`src/rtl/enc_hamming_secded.sv`:
```
// Hamming SEC encoder behind a 2-stage valid/ready pipeline with optional single-bit error injection.
// Define ENC_OVERALL_PARITY_EN to add the overall parity bit at code_out[0] (SECDED).
module enc_hamming_secded #(
  parameter int DATA_W = 4,
  localparam int PAR_W = (DATA_W <= 4)  ? 3 :
                         (DATA_W <= 11) ? 4 :
                         (DATA_W <= 26) ? 5 :
                         (DATA_W <= 57) ? 6 : 7,
`ifdef ENC_OVERALL_PARITY_EN
  localparam int CW_W = DATA_W + PAR_W + 1
`else
  localparam int CW_W = DATA_W + PAR_W
`endif
) (
  input  logic              clk,
  input  logic              rst,
  input  logic [DATA_W-1:0] data_in,
  input  logic              in_valid,
  output logic              in_ready,
  input  logic              inj_en,
  input  logic [7:0]        inj_pos,
  output logic [CW_W-1:0]   code_out,
  output logic              out_valid,
  input  logic              out_ready,
  output logic              inj_flag,
  output logic [15:0]       word_cnt
);

  localparam int HAM_N = DATA_W + PAR_W;

  logic              s1Valid;
  logic [DATA_W-1:0] s1Data;
  logic              s1Inj;
  logic [7:0]        s1Pos;
  logic              s2Advance;
  logic              injHit;

  // Hamming position p lives at bit p-1 of h; the optional overall bit is prepended below it.
  function automatic logic [CW_W-1:0] encode(input logic [DATA_W-1:0] d,
                                             input logic inj,
                                             input logic [7:0] pos);
    logic [HAM_N-1:0]  h;
    logic [HAM_N-1:0]  sh;
    logic [DATA_W-1:0] rest;
    logic [CW_W-1:0]   cw;
    logic              par;
    h    = '0;
    rest = d;
    for (int p = 1; p <= HAM_N; p++) begin
      if ((p & (p - 1)) != 0) begin
        h    = h | (HAM_N'(rest[0]) << (p - 1));
        rest = rest >> 1;
      end
    end
    for (int i = 0; i < PAR_W; i++) begin
      par = 1'b0;
      for (int p = 1; p <= HAM_N; p++) begin
        sh = h >> (p - 1);
        if (((p >> i) & 1) != 0) par = par ^ sh[0];
      end
      h = h | (HAM_N'(par) << ((1 << i) - 1));
    end
`ifdef ENC_OVERALL_PARITY_EN
    cw = {h, ^h};
`else
    cw = h;
`endif
    if (inj && (int'(pos) < CW_W)) cw = cw ^ (CW_W'(1) << pos);
    return cw;
  endfunction

  assign s2Advance = !out_valid || out_ready;
  assign in_ready  = !rst && (!s1Valid || s2Advance);
  assign injHit    = s1Inj && (int'(s1Pos) < CW_W);

  always_ff @(posedge clk) begin
    if (rst) begin
      s1Valid <= 1'b0;
      s1Data  <= '0;
      s1Inj   <= 1'b0;
      s1Pos   <= '0;
    end else if (in_ready) begin
      s1Valid <= in_valid;
      s1Data  <= data_in;
      s1Inj   <= in_valid && inj_en;
      s1Pos   <= inj_pos;
    end
  end

  // Output stage only reloads when it is empty or being drained, so a stalled word stays put.
  always_ff @(posedge clk) begin
    if (rst) begin
      out_valid <= 1'b0;
      code_out  <= '0;
      inj_flag  <= 1'b0;
    end else if (s2Advance) begin
      out_valid <= s1Valid;
      if (s1Valid) begin
        code_out <= encode(s1Data, s1Inj, s1Pos);
        inj_flag <= injHit;
      end
    end
  end

  always_ff @(posedge clk) begin
    if (rst) begin
      word_cnt <= '0;
    end else if (out_valid && out_ready) begin
      word_cnt <= word_cnt + 16'd1;
    end
  end

endmodule

```
`config.mk`:
```
export PLATFORM = sky130hd
export DESIGN_NAME = enc_hamming_secded
export DESIGN_NICKNAME = d
export VERILOG_FILES = /design/src/rtl/enc_hamming_secded.sv
export SDC_FILE = /design/constraint.sdc
export NUM_CORES = 1
export LEC_CHECK = 0
export ABC_AREA = 1
export CORE_MARGIN = 3
export CORE_UTILIZATION = 52
export CTS_BUF_LIST = sky130_fd_sc_hd__clkbuf_8
export CTS_CLUSTER_DIAMETER = 40
export DETAILED_ROUTE_END_ITERATION = 7
export PLACE_DENSITY = 0.82
export SYNTH_ARGS = -nofsm -noshare
export SYNTH_HDL_FRONTEND = slang
export SYNTH_SLANG_ARGS = --single-unit
```
`constraint.sdc`:
```
create_clock -name clk -period 1.5 [get_ports clk]
set_input_delay 0.3 -clock clk [delete_from_list [all_inputs] [get_ports clk]]
set_output_delay 0.3 -clock clk [all_outputs]
set_load 0.01 [all_outputs]
```
==> results of run 1 <==
-- worst max path at each step --
stage	endpoint	slack [ns]
2_1_floorplan	word_cnt[14]$_SDFFE_PP0P_	0.18
6_report	code_out[5]	0.05
5_1_grt	code_out[3]	0.002
3_3_place_gp	in_ready	-0.41
3_5_place_dp	in_ready	-0.45
4_1_cts	word_cnt[5]	0.001
-- metal layers --
| metal | wire [microns] | vias to the layer above | track usage, % |
|---|---|---|---|
| met5 | 0 | - | 0 |
| met4 | 53 | 0 | 9.14 |
| met3 | 221 | 6 | 4.59 |
| met2 | 2140 | 40 | 36.4 |
| met1 | 1910 | 856 | 26.1 |
| li1 | - | 979 | - |
-- where the power goes --
group	internal (mW)	total, mW	switching (mW)
clock network	0.538	0.905	0.367
registers	1.08	1.10	0.0250
logic	0.132	0.277	0.145
total	1.75	2.28	0.537
-- layout by cell type (no fill, tap or decap), types with 2 or more instances in the layout --
cell             Yosys  layout
nand3_1             21      21
buf_4                0      16
inv_1               33      33
inv_2                2       2
dlygate4sd2_1        0      15
dfxtp_2              0       6
nand2_1             49      49
dfxtp_1             39      33
dlymetal6s2s_1       0       9
nor2_4               2       2
clkbuf_8             0       6
a21oi_1             20      20
xor2_1               3       3
nor3_1               6       6
clkdlybuf4s50_1      0      17
nand2_2              2       2
nand4_1              6       6
nor2_2               3       6
o21ai_0             19      18
nor2_1              46      43
-- what timing repair did --
action                                  CTS  global route
pin swaps                                 1             1
cloned                                    0             0
endpoints found under the setup margin   14            13
resized for setup                        25            13
-- state kept, by name, summed over array words and instances, names as in the netlist --
name,count
s1Inj,1
code_out,7
s1Valid,1
s1Pos,8
word_cnt,16
s1Data,4
out_valid,1
inj_flag,1
-- cells by family (layout without fill, tap and decap cells) --
kind of cell | after synthesis | after routing
AO/OA/AOI/OAI | 44 | 44
XOR/XNOR | 3 | 3
adder cells (fa/ha/maj) | 1 | 1
buffers and inverters | 44 | 102
flip-flops | 39 | 39
AND/OR/NAND/NOR | 140 | 140
-- final cells by class --
cell class | instances | area [sq um]
multi-input combinational | 188 | 916
inverter | 35 | 131
tap | 46 | 57.6
sequential | 39 | 788
timing repair buffer | 59 | 559
clock inverter | 2 | 35.0
clock buffer | 6 | 82.6
fill | 275 | 846
-- per-stage QoR --
stage | total power [mW] | setup slack [ns] | setup TNS (ns) | util (%)
after floorplan | 1.28 | 0.182 | 0 | -
after global placement | 1.40 | -0.406 | -3.86 | 71.4
after detailed placement | 1.41 | -0.445 | -4.55 | 71.4
after CTS | 2.31 | 0.00114 | 0 | 74.4
after global routing | 2.39 | 0.00194 | 0 | 75.2
final | 2.28 | 0.0471 | 0 | 75.2
==> impl_metrics.toml, run 1 <==
[synth]
synth_cells = 271
ys_top_cells_by_area = "dfxtp_1 41%, nand2_1 9.7%, nor2_1 9.1%"
synthAdderAreaFrac_pct = 0.661
synthArstFlopShare_pct = 0
netlist_area_sq_um = 1890
ys_types = 28
synth_ff_type = "dfxtp_1"
synth_compound_area_share_pct = 12.3
synth_edf_count = 0
synth_top_area_share_pct = 41.2
synth_nets = 289
ys_ff_latch = 39
synth_xor_area_share_pct = 1.39
synth_area_leader_cell = "dfxtp_1"
synth-simple-area-share_pct = 33.6
synth_mux_area_share_pct = 0
synth_top_family_by_area = "simple AND/OR/NAND/NOR gates"
synth_most_common_cell = "nand2_1"
synth_common_cells = "49 x nand2_1, 46 x nor2_1, 39 x dfxtp_1, 33 x inv_1, 21 x nand3_1"
syn_avg_cell_area_sq_um = 6.99
yosys_warnings = 0
ys_seq_area_share_pct = 41.2

[critical_path]
reg2reg_slack_ns = 0.17
worstPathCellList = "clkdlybuf4s50_1"
reg2reg_depth = 10
critical_path_required_ns = 1.20
cp.depth = 1
cp_max_fo = 2
worstReg2RegEnd = "word_cnt[14]$_SDFFE_PP0P_"
crit_type = "flip-flop to primary output"
cp-end-kind = "primary output"
slowest_delay_ns = 0.53
slowest_stage = "clkdlybuf4s50_1"
regToRegStartpoint = "word_cnt[1]$_SDFFE_PP0P_"
cp-start-kind = "flip-flop"
critical-path-top-delay-family = "buffers and inverters"
critPathArrivalTime_ns = 1.15
crit_buf_inv = 1
critPathLaunch = "code_out[5]$_SDFFE_PP0P_"

[timing]
drv_slew = 0
fin_hold_ws_ns = 0.463
tightest_slew_ns = 0.347
fin_crit_sh_pct = 96.9
skew_ns = 0.00935
max_slew_margin_pct = 76.7
setup_viol = 0
rsz0062_at_grt = "false"
max_freq_mhz = 688
layout_min_cycle_time_ns = 1.45
hold_viol = 0

[detailed_routing]
dr.pass1.iters = 4
dr.first_iter.drc_count = 101
vias = 1881
vias_per_cell = 5.02
drtAntennaViolNets = 0
wl_per_cell_microns = 11.5
remaining_drc_errors = 0
wl_microns = 4320

[clock_network]
clk_pin_slew_ns = 0.08
clock_tree.root_cell = "clkbuf_8"
clock-sinks = 39
cts_tree = "done"
cts_hold_buf = 0
clock_latency_ns = 0.29
post-cts-setup-buffer-count = 0
cts_buffers = 5
cts_max_path_buffers = 2
htree_levels = 2

[floorplanning]
die_area_sq_um = 4400
fp.dieW_microns = 66.3
core_area_sq_um = 3420
initial_core_util_pct = 55.4
row_count = 21
die_y_microns = 66.3
boundaryPins = 43

[worst_hold_path]
hold_end = "word_cnt[9]$_SDFFE_PP0P_"
hold_path.class = "flip-flop to flip-flop"
hold_depth = 1
hp-start = "word_cnt[9]$_SDFFE_PP0P_"

[placed_design]
io_buffers = 42
placed_cells = 367
dp_hpwl_microns = 3120
dpl_cell_area_sq_um = 2440
gp_congestion = 0.849

[power_and_ir_drop]
max-vdd-ir-drop_mv = 0.615
powerDensity_nw_per_um2 = 888
p_leak_nw = 1.33

[grt]
grt_pass1_vias = 1778
grt_max_degree = 24
grt_pass1_wl_microns = 7340
grt-ovfl-total = 0
antenna_found_initial = 0
grt_usage_pct = 21.5

[cells_and_area]
fin_nets = 346
stdcell_count = 375
areaGrowthSynthToFinish_pct = 35.8
drive_gt1_share_pct = 14.6
antenna-diode-count = 0
final_cell_area_sq_um = 2570

[job]
drv_cap = 0

[status]
status = "finished, final reports clean"
Note: power is estimated with default switching activity, not from simulation.
==> run 2, diff against run 1 <==
--- a/config.mk
+++ b/config.mk
@@ -6,12 +6,13 @@
 export NUM_CORES = 1
 export LEC_CHECK = 0
 export ABC_AREA = 1
+export CAP_MARGIN = 5
 export CORE_MARGIN = 3
 export CORE_UTILIZATION = 52
 export CTS_BUF_LIST = sky130_fd_sc_hd__clkbuf_8
 export CTS_CLUSTER_DIAMETER = 40
 export DETAILED_ROUTE_END_ITERATION = 7
-export PLACE_DENSITY = 0.82
+export PLACE_DENSITY = 0.81
 export SYNTH_ARGS = -nofsm -noshare
 export SYNTH_HDL_FRONTEND = slang
 export SYNTH_SLANG_ARGS = --single-unit
==> impl_metrics.toml, run 2 (synthesis gave the netlist of run 1 again) <==
[status]
status = "finished, final reports clean"

[critical_path]
worstPathCellList = "clkdlybuf4s50_1"
critical-path-top-delay-family = "buffers and inverters"
cp-start-kind = "flip-flop"
critical_path_required_ns = 1.20
slowest_delay_ns = 0.53
slowest_stage = "clkdlybuf4s50_1"
cp_max_fo = 2
critPathArrivalTime_ns = 1.15
crit_buf_inv = 1
cp-end-kind = "primary output"
crit_type = "flip-flop to primary output"

[floorplanning]
initial_core_util_pct = 55.4
fp.dieW_microns = 66.3
core_area_sq_um = 3420
die_area_sq_um = 4400
row_count = 21
die_y_microns = 66.3
boundaryPins = 43

[detailed_routing]
dr.pass1.iters = 4
dr.first_iter.drc_count = 135
vias = 1860
wl_per_cell_microns = 11.7
vias_per_cell = 5.00
drtAntennaViolNets = 0
wl_microns = 4340
remaining_drc_errors = 0

[timing]
max_freq_mhz = 687
max_slew_margin_pct = 76.5
fin_crit_sh_pct = 97.0
fin_hold_ws_ns = 0.466
rsz0062_at_grt = "false"
drv_slew = 0
setup_viol = 0
layout_min_cycle_time_ns = 1.45
hold_viol = 0
tightest_slew_ns = 0.349
skew_ns = 0.00161

[clock_network]
clock-sinks = 39
post-cts-setup-buffer-count = 0
clock_tree.root_cell = "clkbuf_8"
htree_levels = 2
clk_pin_slew_ns = 0.07
clock_latency_ns = 0.29
cts_max_path_buffers = 2
cts_hold_buf = 0
cts_buffers = 5
cts_tree = "done"

[grt]
grt_usage_pct = 21.4
grt-ovfl-total = 0
grt_max_degree = 24
antenna_found_initial = 0
grt_pass1_wl_microns = 7330
grt_pass1_vias = 1775

[power_and_ir_drop]
finalPower_mw = 2.14
p_leak_nw = 1.24
max-vdd-ir-drop_mv = 0.714
powerDensity_nw_per_um2 = 842

[cells_and_area]
seq_area_sq_um = 786
antenna-diode-count = 0
fin_nets = 343
drive_gt1_share_pct = 14.4
top_register = "word_cnt"
areaGrowthSynthToFinish_pct = 34.2
fillers = 295
largest_reg_flops = 16
layout_commonest_cell = "nand2_1"
most-common-layout-cells = "47 x nand2_1, 41 x nor2_1, 35 x dfxtp_1"
multi_input_area_sq_um = 938
top_regs = "word_cnt: 16 flops, s1Pos: 8 flops, code_out: 7 flops"

[worst_hold_path]
hold_path.class = "flip-flop to flip-flop"

[placed_design]
gp_congestion = 0.851
io_buffers = 42
dp_hpwl_microns = 2950

[job]
drv_cap = 0
-- run 2: cell count changes in the layout (fill, tap and decap cells not counted), sizes merged --
| cell | change |
|---|---|
| dlygate4sd2 | -1 |
| clkdlybuf4s50 | +5 |
| buf | -4 |
| clkbuf | +2 |
| inv | +1 |
| dlymetal6s2s | -4 |
| clkinv | -1 |
| bufinv | -1 |
-- run 2: cell type report --
cell class | instances | area share [%]
clock buffers | 7 | 3.79
repair buffers | 56 | 20.8
multi-input cells | 188 | 36.9
clock inverters | 1 | 0.148
flip-flops and latches | 39 | 30.9
well taps | 46 | 2.26
inverters | 35 | 5.17
-- run 2: power by group --
group	total, mW	leakage (nW)	switching, mW	internal, mW
logic	0.276	0.858	0.145	0.131
registers	1.10	0.322	0.0256	1.08
clock network	0.760	0.0557	0.347	0.413
total	2.14	1.24	0.517	1.62
-- run 2: per-stage QoR --
stage | instance area, sq um | setup WS (ns) | setup TNS [ns] | util, % | cells
finish | 2540 | 0.0451 | 0 | 74.4 | 372
global route | 2540 | 0.00245 | 0 | 74.4 | 372
CTS | 2500 | 0.00458 | 0 | 73.3 | 372
detailed placement | 2420 | -0.419 | -4.74 | 70.7 | 364
global placement | 2420 | -0.408 | -4.18 | 70.7 | 364
floorplan | 1890 | 0.182 | 0 | - | 271
-- run 2: worst paths after layout --
path	startpoint	end	slack, ns	cells after the start
worst max register to register	word_cnt[3]$_SDFFE_PP0P_	word_cnt[14]$_SDFFE_PP0P_	0.13	9
worst max-delay path	code_out[6]$_SDFFE_PP0P_	code_out[6]	0.05	1
worst min-delay path	s1Pos[6]$_SDFFE_PP0P_	s1Pos[6]$_SDFFE_PP0P_	0.47	2
worst min register to register	s1Pos[6]$_SDFFE_PP0P_	s1Pos[6]$_SDFFE_PP0P_	0.47	2
-- run 2: repair_timing --
item                       4_1_cts  5_1_grt
pin swaps                        1        4
hold endpoints to repair         0        0
setup endpoints to repair       13       12
gates resized for setup         19       17
-- run 2: metal layers --
layer  GRT usage, %  vias up  routed length, microns
met2           36.4       36                    2160
li1               -      976                       -
met1           24.9      838                    1930
met5              0        -                       0
met4           9.90        0                      70
met3           5.27       10                     177
